===== config.mk =====
export PLATFORM = sky130hd
export DESIGN_NAME = imem_fetch_ctrl_flat
export DESIGN_NICKNAME = d
export VERILOG_FILES = /design/src/rtl/riscv_pkg.sv /design/src/rtl/imem_fetch_ctrl_if.sv /design/src/rtl/imem_fetch_ctrl.sv /design/src/flat_wrapper.sv
export SDC_FILE = /design/constraint.sdc
export NUM_CORES = 1
export LEC_CHECK = 0
export ABC_CLOCK_PERIOD_IN_PS = 5700
export BUFFER_PORTS_ARGS = -buffer_cell sky130_fd_sc_hd__buf_2
export CAP_MARGIN = 20
export CORE_AREA = 2 2 217 112
export CTS_CLUSTER_DIAMETER = 200
export DETAILED_ROUTE_END_ITERATION = 8
export DIE_AREA = 0 0 219 114
export PLACE_DENSITY = 0.78
export SLEW_MARGIN = 10
export SYNTH_ARGS = -nofsm -noshare
export SYNTH_HDL_FRONTEND = slang
export SYNTH_SLANG_ARGS = --single-unit

===== constraint.sdc =====
create_clock -name clk -period 5.7 [get_ports clk]
set_input_delay 0 -clock clk [delete_from_list [all_inputs] [get_ports clk]]
set_output_delay 0 -clock clk [all_outputs]
set_load 0.01 [all_outputs]

===== src/rtl/riscv_pkg.sv =====
// Shared definitions for the instruction fetch slice: control state
// encodings, well-known instruction words and the address range check
// used by both the program-load and fetch paths.
package riscv_pkg;

  typedef enum logic [1:0] {
    ST_LOAD  = 2'd0,
    ST_RUN   = 2'd1,
    ST_HALT  = 2'd2,
    ST_ERROR = 2'd3
  } ctrl_state_t;

  localparam logic [31:0] INST_NOP    = 32'h00000013;
  localparam logic [31:0] INST_EBREAK = 32'h00100073;
  localparam int unsigned INST_BYTES  = 4;

  // A word access is legal when word-aligned and its last byte lies inside
  // the memory. An aligned address cannot wrap when 3 is added.
  function automatic logic addr_in_range(input logic [63:0] addr,
                                         input logic [63:0] mem_bytes);
    return (addr[1:0] == 2'b00) && ((addr + 64'd3) < mem_bytes);
  endfunction

endpackage


===== src/rtl/imem_fetch_ctrl_if.sv =====
// Bundle of the load port, instruction memory port, fetch handshake and
// redirect signals around imem_fetch_ctrl. The master side is the fetch
// controller; the slave side is its environment (loader, memory, decode).
interface imem_fetch_ctrl_if #(
  parameter int unsigned ADDR_W = 64
);
  logic              load_valid;
  logic              load_ready;
  logic [ADDR_W-1:0] load_addr;
  logic [31:0]       load_data;
  logic              load_done;

  logic              mem_we;
  logic [ADDR_W-1:0] mem_addr;
  logic [31:0]       mem_wdata;
  logic [31:0]       mem_rdata;

  logic              fetch_valid;
  logic              fetch_ready;
  logic [ADDR_W-1:0] fetch_pc;
  logic [31:0]       fetch_inst;

  logic              redirect_valid;
  logic [ADDR_W-1:0] redirect_pc;

  modport master (
    output load_ready, mem_we, mem_addr, mem_wdata,
           fetch_valid, fetch_pc, fetch_inst,
    input  load_valid, load_addr, load_data, load_done,
           mem_rdata, fetch_ready, redirect_valid, redirect_pc
  );

  modport slave (
    input  load_ready, mem_we, mem_addr, mem_wdata,
           fetch_valid, fetch_pc, fetch_inst,
    output load_valid, load_addr, load_data, load_done,
           mem_rdata, fetch_ready, redirect_valid, redirect_pc
  );
endinterface


===== src/rtl/imem_fetch_ctrl.sv =====
// Instruction memory port owner: routes the memory to the program loader
// while in LOAD, then sequences PC-driven fetches into a single registered
// valid/ready stage towards IF/ID, handling stalls, redirects, halt on
// ebreak and out-of-range fetches.
module imem_fetch_ctrl
  import riscv_pkg::*;
#(
  parameter int unsigned       ADDR_W    = 64,
  parameter int unsigned       MEM_BYTES = 256,
  parameter logic [ADDR_W-1:0] RESET_PC  = '0,
  parameter logic [31:0]       HALT_INST = INST_EBREAK
) (
  input  logic                clk,
  input  logic                reset_n,
  imem_fetch_ctrl_if.master   bus,
  output logic [1:0]          ctrl_state,
  output logic                err_oob
);

  ctrl_state_t       state;
  logic [ADDR_W-1:0] pc;
  logic              fetch_valid_q;
  logic [ADDR_W-1:0] fetch_pc_q;
  logic [31:0]       fetch_inst_q;
  logic              err_q;

  logic load_ok;
  logic pc_ok;
  logic advance;
  logic halt_accept;

  function automatic logic in_range(input logic [ADDR_W-1:0] a);
    return addr_in_range(64'(a), 64'(MEM_BYTES));
  endfunction

  // Hazard/handshake decode for the current cycle.
  always_comb begin
    load_ok     = in_range(bus.load_addr);
    pc_ok       = in_range(pc);
    advance     = !fetch_valid_q || bus.fetch_ready;
    halt_accept = fetch_valid_q && bus.fetch_ready && (fetch_inst_q == HALT_INST);
  end

  // Memory port mux: loader owns the port in LOAD, otherwise the PC drives
  // the read address (pc is frozen in HALT/ERROR so the address holds).
  always_comb begin
    bus.mem_we     = 1'b0;
    bus.mem_addr   = pc;
    bus.mem_wdata  = '0;
    bus.load_ready = 1'b0;
    if (state == ST_LOAD) begin
      bus.mem_we     = bus.load_valid && load_ok;
      bus.mem_addr   = bus.load_addr;
      bus.mem_wdata  = bus.load_data;
      bus.load_ready = 1'b1;
    end
  end

  // Control FSM with the IF/ID output register stage folded in.
  always_ff @(posedge clk) begin
    if (!reset_n) begin
      state         <= ST_LOAD;
      pc            <= RESET_PC;
      fetch_valid_q <= 1'b0;
      fetch_pc_q    <= '0;
      fetch_inst_q  <= '0;
      err_q         <= 1'b0;
    end else begin
      unique case (state)
        ST_LOAD: begin
          if (bus.load_valid && !load_ok) begin
            err_q <= 1'b1;
          end
          if (bus.load_done) begin
            state <= ST_RUN;
            pc    <= RESET_PC;
          end
        end
        ST_RUN: begin
          if (bus.redirect_valid) begin
            fetch_valid_q <= 1'b0;
            pc            <= bus.redirect_pc;
          end else if (halt_accept) begin
            // pc is left alone so mem_addr keeps its last value in HALT
            fetch_valid_q <= 1'b0;
            state         <= ST_HALT;
          end else if (advance) begin
            if (!pc_ok) begin
              err_q         <= 1'b1;
              fetch_valid_q <= 1'b0;
              state         <= ST_ERROR;
            end else begin
              fetch_inst_q  <= bus.mem_rdata;
              fetch_pc_q    <= pc;
              fetch_valid_q <= 1'b1;
              pc            <= pc + ADDR_W'(INST_BYTES);
            end
          end
        end
        default: begin
          fetch_valid_q <= 1'b0;
        end
      endcase
    end
  end

  // Registered outputs.
  always_comb begin
    bus.fetch_valid = fetch_valid_q;
    bus.fetch_pc    = fetch_pc_q;
    bus.fetch_inst  = fetch_inst_q;
    ctrl_state      = state;
    err_oob         = err_q;
  end

endmodule


===== src/flat_wrapper.sv =====
// flat-port wrapper written by rule: the top's interface ports become plain ports
module imem_fetch_ctrl_flat import riscv_pkg::*;
#(
  parameter int unsigned       ADDR_W    = 64,
  parameter int unsigned       MEM_BYTES = 256,
  parameter logic [ADDR_W-1:0] RESET_PC  = '0,
  parameter logic [31:0]       HALT_INST = INST_EBREAK
)
  (clk, reset_n, ctrl_state, err_oob, bus_load_ready, bus_mem_we, bus_mem_addr, bus_mem_wdata, bus_fetch_valid, bus_fetch_pc, bus_fetch_inst, bus_load_valid, bus_load_addr, bus_load_data, bus_load_done, bus_mem_rdata, bus_fetch_ready, bus_redirect_valid, bus_redirect_pc);
  imem_fetch_ctrl_if #(.ADDR_W(ADDR_W)) bus_i ();
  input  logic clk;
  input  logic reset_n;
  output logic [1:0] ctrl_state;
  output logic err_oob;
  output wire logic [$bits(bus_i.load_ready)-1:0] bus_load_ready;
  output wire logic [$bits(bus_i.mem_we)-1:0] bus_mem_we;
  output wire logic [$bits(bus_i.mem_addr)-1:0] bus_mem_addr;
  output wire logic [$bits(bus_i.mem_wdata)-1:0] bus_mem_wdata;
  output wire logic [$bits(bus_i.fetch_valid)-1:0] bus_fetch_valid;
  output wire logic [$bits(bus_i.fetch_pc)-1:0] bus_fetch_pc;
  output wire logic [$bits(bus_i.fetch_inst)-1:0] bus_fetch_inst;
  input wire logic [$bits(bus_i.load_valid)-1:0] bus_load_valid;
  input wire logic [$bits(bus_i.load_addr)-1:0] bus_load_addr;
  input wire logic [$bits(bus_i.load_data)-1:0] bus_load_data;
  input wire logic [$bits(bus_i.load_done)-1:0] bus_load_done;
  input wire logic [$bits(bus_i.mem_rdata)-1:0] bus_mem_rdata;
  input wire logic [$bits(bus_i.fetch_ready)-1:0] bus_fetch_ready;
  input wire logic [$bits(bus_i.redirect_valid)-1:0] bus_redirect_valid;
  input wire logic [$bits(bus_i.redirect_pc)-1:0] bus_redirect_pc;
  assign bus_load_ready = bus_i.load_ready;
  assign bus_mem_we = bus_i.mem_we;
  assign bus_mem_addr = bus_i.mem_addr;
  assign bus_mem_wdata = bus_i.mem_wdata;
  assign bus_fetch_valid = bus_i.fetch_valid;
  assign bus_fetch_pc = bus_i.fetch_pc;
  assign bus_fetch_inst = bus_i.fetch_inst;
  assign bus_i.load_valid = bus_load_valid;
  assign bus_i.load_addr = bus_load_addr;
  assign bus_i.load_data = bus_load_data;
  assign bus_i.load_done = bus_load_done;
  assign bus_i.mem_rdata = bus_mem_rdata;
  assign bus_i.fetch_ready = bus_fetch_ready;
  assign bus_i.redirect_valid = bus_redirect_valid;
  assign bus_i.redirect_pc = bus_redirect_pc;
  imem_fetch_ctrl #(.ADDR_W(ADDR_W), .MEM_BYTES(MEM_BYTES), .RESET_PC(RESET_PC), .HALT_INST(HALT_INST)) u_core (.clk(clk), .reset_n(reset_n), .bus(bus_i), .ctrl_state(ctrl_state), .err_oob(err_oob));
endmodule

==> results of run 1 <==
## cell usage after synthesis, drive strengths merged, types with 4 or more instances
library cell / instances
o21ai: 76
mux2i: 5
clkbuf: 54
mux2: 50
and2: 38
a21oi: 22
nor4: 29
a31oi: 5
or4: 22
or3: 5
and4: 10
or2: 4
nor3: 31
inv: 27
a32o: 28
xor2: 12
nand3: 85
xnor2: 14
o41ai: 4
o31ai: 12
nand2: 103
o2111ai: 6
a22oi: 30
buf: 27
and3: 71
nor2b: 4
a211oi: 4
nor2: 73
nand4: 48
o211ai: 6
dfxtp: 164
a21boi: 4
## state kept, by name, indices dropped and copies added (netlist names)
name,count
u_core.pc,64
u_core.bus.fetch_inst,32
u_core.bus.fetch_pc,64
u_core.err_oob,1
u_core.ctrl_state,2
u_core.bus.fetch_valid,1
## metal layers
layer | track usage (%) | vias up | wire, um
li1 | - | 5118 | -
met1 | 45.8 | 5220 | 17900
met2 | 41.8 | 812 | 16100
met3 | 11.5 | 60 | 5560
met4 | 7.52 | 0 | 618
met5 | 0 | - | 0
## final timing paths
check	to	cells after the start	slack, ps
setup / recovery	u_core.bus.fetch_pc[62]	11	1230
hold / removal	u_core.bus.fetch_inst[30]	3	30
setup reg to reg	u_core.bus.fetch_pc[62]	11	1230
hold reg to reg	u_core.bus.fetch_pc[2]	2	470
## report_power, final
| part | switching, uW | internal, uW | leakage, uW |
|---|---|---|---|
| clock network | 546 | 586 | 0.000288 |
| logic | 336 | 286 | 0.00411 |
| registers | 55.3 | 1170 | 0.00133 |
## kinds of logic after synthesis
family,Yosys count,synth area share [%]
and+or+nand+nor,539,32.3
AOI/OAI and AO/OA,228,17.4
DFF,164,35.9
buffers and inverters,108,5.05
muxes,55,6.71
xor gates and xnor gates,26,2.49
adders and majority gates,1,0.137
## stage by stage
stage	hold WS, ps	total power, uW
floorplan	126	1540
global placement	211	1780
detailed placement	215	1790
CTS	1.39	2970
global route	46.7	3100
finish	30.4	2980
## worst min-delay path, delay by kind of cell
family / cells / cell delay [ps]
AO/OA/AOI/OAI: 1 / 50
buffers and inverters: 1 / 250
AND/OR/NAND/NOR: 1 / 120
## final cells by class
| class | instances | area share (%) |
|---|---|---|
| antenna | 2 | 0.0388 |
| clock buffer | 17 | 3.30 |
| clock inverter | 15 | 1.26 |
| inverter | 27 | 0.786 |
| multi-input combinational | 849 | 41.9 |
| sequential | 164 | 25.5 |
| tap | 315 | 3.06 |
| timing repair buffer | 509 | 24.2 |
==> impl_metrics.csv, run 1 <==
group,metric,value,unit
clock_network,cts_buffers,17,
layout,fillers,2178,
routing,wire_per_inst,21.2,um
floorplanning,dieWidth,219,um
timing,finalSetupTns,0,ps
clock_network,cts_root_buf,"clkbuf_16",
layout,final_common_cell,"buf_2",
setup_path,arrival,4790,ps
timing,relSlewSlack,25.4,%
yosys,ys_ff_latch,164,
yosys,synthesis.area,0.00914,mm^2
setup_path,crit_path_top_delay_cell,"nor4_1",
flow_run,maxCapViolCount,0,
floorplanning,dieArea,0.0250,mm^2
timing,fin_ws,1230,ps
global_route,grt.overflow.total,0,
yosys,seq_area_frac_synth,35.9,%
yosys,synth_edf_count,0,
routing,ant_nets,0,
layout,drive_gt1_share,32.4,%
power,power_density,231,mW/mm^2
placement,io_buffers,395,
global_route,grt_pass1_wl,59.3,mm
clock_network,clock-sinks,164,
setup_path,path_delay_family,"simple AND/OR/NAND/NOR gates",
layout,multiInputGateArea,0.00541,mm^2
min_path,min_from,"reset_n",
timing,finClkSkew,13.4,ps
clock_network,path_clk_slew,70,ps
floorplanning,io_pins,396,
global_route,grt_max_degree,136,
routing,first_pass_iters,5,
layout,postLayoutCoreUtil,55.3,%
floorplanning,die_h,114,um
clock_network,tritoncts,"yes",
layout,fin_area,0.0129,mm^2
routing,totalWireLength,40.2,mm
layout,layoutNonFillerInstCount,1898,
global_route,grt_pass1_vias,10200,
setup_path,required,6020,ps
yosys,synthArstFlopShare,0,%
setup_path,max_stage_delay,860,ps
routing,viasPerCell,5.91,
placement,placed_cell_area,0.0112,mm^2
clock_network,post_cts_buffers,0,
yosys,synth_area_leaders,"dfxtp_1 (36%), mux2_2 (6.2%), and3_1 (4.9%)",
layout,syn2layout_area_growth,41.2,%
placement,dp_slack,1380,ps
clock_network,clock_latency,440,ps
yosys,synth_flop_cell,"dfxtp_1",
clock_network,postCtsResizedCells,0,
routing,drcViolationCount,0,
placement,place_hpwl,29.9,mm
setup_path,reg2reg_from,"u_core.pc[6]",
yosys,syn_inst,1121,
setup_path,cp-end-kind,"flip-flop",
routing,vias,11200,
timing,maxSlewViolCount,0,
layout,nNetsFinal,1767,
timing,worstMarginPinSlew,1110,ps
yosys,synth_warnings,0,
floorplanning,start_util,39.2,%
placement,dp.cells,1761,
timing,setup_viol,0,
global_route,grt_usage,31.0,%
clock_network,clockBufferDepth,2,
floorplanning,rows,40,
placement,place.gp.congestion,1.04,
global_route,grt_antenna_before_repair,2,
setup_path,start_kind,"flip-flop",
setup_path,cp.buffers_inverters,2,
yosys,synth_fp_nets,1320,
timing,period_share,78.4,%
routing,initialDrtViolationCount,1546,
setup_path,critPathKind,"reg2reg",
setup_path,crit_top_cell,"nand3_1",
yosys,yosys.area.top_type,"dfxtp_1",
setup_path,path_cells,"nand3_1 > nor4_1 > nand3_1 > xor2_1 > nand4_1 > or4_1 > nor4_4 > nand3_4 > buf_4 > buf_16 > and3_1",
yosys,yosysUniqueCellTypes,73,
yosys,yosysTopAreaCellShare,35.9,%
floorplanning,design.core.area,0.0233,mm^2
timing,rsz0062_at_grt,"false",
layout,layout_common_cells,"buf_2 (394), dfxtp_1 (164), nand2_1 (103)",
yosys,synth_area_per_cell,8.15,um^2
clock_network,h-tree-depth,4,
power,vdd_ir_drop_max,0.000201,V
layout,register_area,0.00328,mm^2
clock_network,cts_hold_buf,99,
min_path,hold_class,"in2reg",
timing,hold_violations,0,
status,status,"finished clean",
setup_path,cp_max_fo,101,
power,p_leak,0.00572,uW
timing,fmax,0.224,GHz
timing,finalCriticalPeriod,4470,ps
setup_path,cp-startpoint,"u_core.pc[6]",
(Power assumes the default switching activity.)
==> run 2: changes to the inputs <==
ABC_CLOCK_PERIOD_IN_PS = 4100   (was 5700)
PLACE_DENSITY = 0.8   (was 0.78)
clock period = 4.1 ns   (was 5.7 ns; I/O delays follow)
==> impl_metrics.csv, run 2 (synthesis gave the netlist of run 1 again) <==
group,metric,value,unit
global_route,grt_max_degree,136,
status,status,"finished clean",
setup_path,cp-end-kind,"flip-flop",
power,p_leak,0.00597,uW
setup_path,critPathKind,"reg2reg",
clock_network,cts_root_buf,"clkbuf_16",
layout,nNetsFinal,1814,
routing,drcViolationCount,0,
setup_path,cp_max_fo,24,
timing,hold_violations,0,
routing,ant_nets,0,
clock_network,path_clk_slew,70,ps
floorplanning,dieArea,0.0250,mm^2
power,vdd_ir_drop_max,0.000223,V
timing,finalSetupTns,0,ps
timing,finClkSkew,15.1,ps
routing,viasPerCell,5.86,
setup_path,start_kind,"flip-flop",
timing,finalCriticalPeriod,3940,ps
placement,place_hpwl,30.8,mm
floorplanning,die_h,114,um
routing,first_pass_iters,6,
floorplanning,start_util,39.2,%
global_route,grt_usage,31.6,%
global_route,grt_pass1_vias,10200,
clock_network,clockBufferDepth,2,
floorplanning,rows,40,
global_route,grt_pass1_wl,59.9,mm
timing,relSlewSlack,24.9,%
timing,fmax,0.254,GHz
layout,fillers,2119,
floorplanning,design.core.area,0.0233,mm^2
timing,worstMarginPinSlew,1120,ps
global_route,grt_antenna_before_repair,3,
layout,multiInputGateArea,0.00542,mm^2
layout,fin_area,0.0133,mm^2
layout,drive_gt1_share,34.5,%
clock_network,cts_buffers,17,
power,power,4230,uW
layout,layoutNonFillerInstCount,1945,
layout,layout_common_cells,"buf_2 (394), dfxtp_1 (162), nand2_1 (103)",
clock_network,clock-sinks,164,
floorplanning,io_pins,396,
min_path,hold_class,"in2reg",
placement,dp.cells,1809,
clock_network,h-tree-depth,4,
placement,io_buffers,395,
timing,setup_viol,0,
global_route,grt.overflow.total,0,
power,power_density,318,mW/mm^2
routing,wire_per_inst,21.2,um
routing,vias,11400,
placement,placed_cell_area,0.0116,mm^2
floorplanning,dieWidth,219,um
timing,period_share,96.2,%
clock_network,clock_latency,440,ps
timing,maxSlewViolCount,0,
timing,rsz0062_at_grt,"false",
clock_network,tritoncts,"yes",
routing,totalWireLength,41.2,mm
flow_run,maxCapViolCount,0,
layout,syn2layout_area_growth,45.4,%
layout,register_area,0.00329,mm^2
placement,place.gp.congestion,1.07,
layout,final_common_cell,"buf_2",
setup_path,required,4430,ps
setup_path,arrival,4270,ps
routing,initialDrtViolationCount,1518,
run 2: cell types whose count changed in the layout (fill, tap and decap cells not counted), sizes merged:
| cell | previous run | this run |
|---|---|---|
| bufinv | 0 | 1 |
| clkinv | 8 | 5 |
| clkinvlp | 0 | 1 |
| clkbuf | 19 | 17 |
| buf | 408 | 456 |
| dlygate4sd3 | 99 | 100 |
| inv | 34 | 35 |
run 2: stage by stage:
stage	hold slack, ps	util, %	worst slack (ps)
3_3_place_gp	215	49.8	62.5
3_5_place_dp	219	49.8	67.7
6_report	54.3	56.9	156
5_1_grt	90.0	56.9	42.4
2_1_floorplan	126	-	732
4_1_cts	7.15	56.7	53.8
run 2: report_power, final:
group / total [uW] / internal (uW) / switching (uW)
Combinational: 903 / 409 / 494
Sequential: 1680 / 1630 / 58.9
Clock: 1640 / 877 / 765
Total: 4230 / 2910 / 1320
run 2: layout make-up:
cell class,count,area share (%)
repair buffers,556,26.1
flip-flops and latches,164,24.7
clock buffers,17,3.20
diodes,2,0.0377
well taps,315,2.97
multi-input cells,849,40.8
inverters,27,0.763
clock inverters,15,1.38
run 2: what timing repair did:
item,in CTS,in global routing
hold endpoints to repair,99,0
hold buffers,100,0
setup endpoints to repair,0,129
buffers inserted,0,1
gates resized for setup,0,3
run 2: worst paths after layout:
path | to | startpoint | slack (ps) | cells after the start
setup / recovery | u_core.pc[47] | u_core.pc[8] | 160 | 10
hold / removal | u_core.pc[7] | bus_redirect_valid | 50 | 4
setup reg to reg | u_core.pc[47] | u_core.pc[8] | 160 | 10
hold reg to reg | u_core.bus.fetch_pc[3] | u_core.bus.fetch_pc[3] | 460 | 2
run 2: critical path: stages (launching register included):
cell and delay [ps]:
dfxtp_1 530, o211ai_1 260, or4_1 570, or3_1 400, nor2_1 220, a21boi_0 130
or4_1 600, nor4_4 410, a21boi_2 170, buf_4 260, a32o_1 290
run 2: layer usage:
layer | up-vias | GRT usage, % | wire [um]
met5 | - | 0 | 13
li1 | 5198 | - | -
met4 | 2 | 8.33 | 794
met2 | 819 | 43.6 | 16400
met3 | 75 | 13.9 | 6260
met1 | 5306 | 44.5 | 17700
==> run 3: changes to the inputs <==
SETUP_SLACK_MARGIN = 0.5   (was not set)
SKIP_CTS_REPAIR_TIMING = 1   (was not set)
==> impl_metrics.csv, run 3 (synthesis gave the netlist of run 1 again) <==
group,metric,value,unit
status,status,"finished with violations",
status,violations,"hold timing",
routing,totalWireLength,43.9,mm
layout,nNetsFinal,1838,
routing,drcViolationCount,0,
layout,layoutNonFillerInstCount,1970,
timing,fin_ws,388,ps
routing,vias,11700,
timing,rsz0062_at_grt,"true",
clock_network,cts_buffers,17,
timing,hold_violations,1,
clock_network,clock-sinks,164,
timing,relSlewSlack,28.1,%
timing,finalCriticalPeriod,3710,ps
min_path,hold_class,"in2reg",
setup_path,start_kind,"flip-flop",
global_route,grt_pass1_wl,57.2,mm
global_route,grt_antenna_before_repair,3,
floorplanning,start_util,39.2,%
flow_run,maxCapViolCount,0,
setup_path,critPathKind,"reg2reg",
timing,fmax,0.269,GHz
clock_network,tritoncts,"yes",
placement,dp_slack,67.7,ps
timing,worstMarginPinSlew,1080,ps
global_route,grt_usage,30.4,%
routing,viasPerCell,5.95,
timing,finalSetupTns,0,ps
floorplanning,dieWidth,219,um
floorplanning,rows,40,
global_route,grt_pass1_vias,9547,
layout,final_common_cell,"buf_2",
power,power_density,308,mW/mm^2
setup_path,timing.reg2reg.setup_slack,390,ps
clock_network,cts_root_buf,"clkbuf_16",
floorplanning,io_pins,396,
routing,first_pass_iters,8,
timing,period_share,90.5,%
placement,place_hpwl,30.8,mm
setup_path,cp-end-kind,"flip-flop",
placement,dp.cells,1809,
timing,finClkSkew,11.4,ps
clock_network,h-tree-depth,4,
global_route,grt.overflow.total,0,
routing,initialDrtViolationCount,1538,
floorplanning,die_h,114,um
power,p_leak,0.00620,uW
placement,place.gp.congestion,1.07,
power,power,4290,uW
layout,syn2layout_area_growth,52.6,%
clock_network,path_clk_slew,70,ps
power,vdd_ir_drop_max,0.000226,V
timing,hold_slack,-27.3,ps
clock_network,clock_latency,440,ps
global_route,grt_max_degree,136,
routing,ant_nets,0,
setup_path,arrival,4020,ps
timing,setup_viol,0,
timing,maxSlewViolCount,0,
setup_path,required,4400,ps
placement,io_buffers,395,
floorplanning,dieArea,0.0250,mm^2
layout,layout_common_cells,"buf_2 (394), dfxtp_1 (133), nand2_1 (101)",
floorplanning,design.core.area,0.0233,mm^2
routing,wire_per_inst,22.3,um
clock_network,clockBufferDepth,2,
layout,drive_gt1_share,40.1,%
setup_path,cp_max_fo,8,
[run 3: cell count changes in the layout (fill, tap and decap cells not counted), sizes merged]
| cell | delta |
|---|---|
| diode | +1 |
| dlygate4sd3 | -2 |
| buf | +20 |
| clkbuf | +5 |
| nand3 | +1 |
[run 3: metrics by stage]
stage	utilization (%)	hold WS [ps]	instance area (um^2)
floorplan	-	126	9140
global placement	49.8	215	11600
CTS	52.4	-249	12200
finish	59.8	-27.3	13900
global route	59.7	23.8	13900
detailed placement	49.8	219	11600
[run 3: path summary, 6_finish.rpt]
path / start / to / cells after the start
setup / recovery: u_core.pc[28] / u_core.bus.fetch_inst[25] / 14
setup reg to reg: u_core.pc[28] / u_core.bus.fetch_inst[25] / 14
hold reg to reg: u_core.bus.fetch_pc[3] / u_core.bus.fetch_pc[3] / 2
hold / removal: bus_redirect_pc[7] / u_core.pc[7] / 5
[run 3: cell type report]
class	count	area, um^2
timing repair buffer	579	3780
inverter	27	101
antenna	3	7.51
clock inverter	15	184
tap	315	394
sequential	164	3340
clock buffer	17	425
fill	2047	9390
multi-input combinational	850	5700
[run 3: report_power, final]
part | internal [uW] | total [uW] | switching, uW | leakage [uW]
Clock | 878 | 1650 | 768 | 0.000295
Sequential | 1620 | 1690 | 60.8 | 0.00134
Combinational | 433 | 957 | 525 | 0.00456
Total | 2930 | 4290 | 1350 | 0.00620
[run 3: critical path: stages (launching register included)]
cell and delay (ps):
dfxtp_1 550, and4_1 370, nand4_1 310, nor3_4 310, buf_12 150, a41o_1 190, nand4_1 130, or4_4 450
nor4_4 270, buf_6 180, nand3_4 80, buf_12 190, clkbuf_16 170, nand3_1 110, o21ai_1 110
[run 3: layer usage]
| metal | GRT usage [%] | share of wire, % |
|---|---|---|
| met1 | 43.6 | 43 |
| met5 | 0 | 0.041 |
| met2 | 39.8 | 40 |
| met3 | 14.9 | 14 |
| met4 | 7.34 | 2.0 |
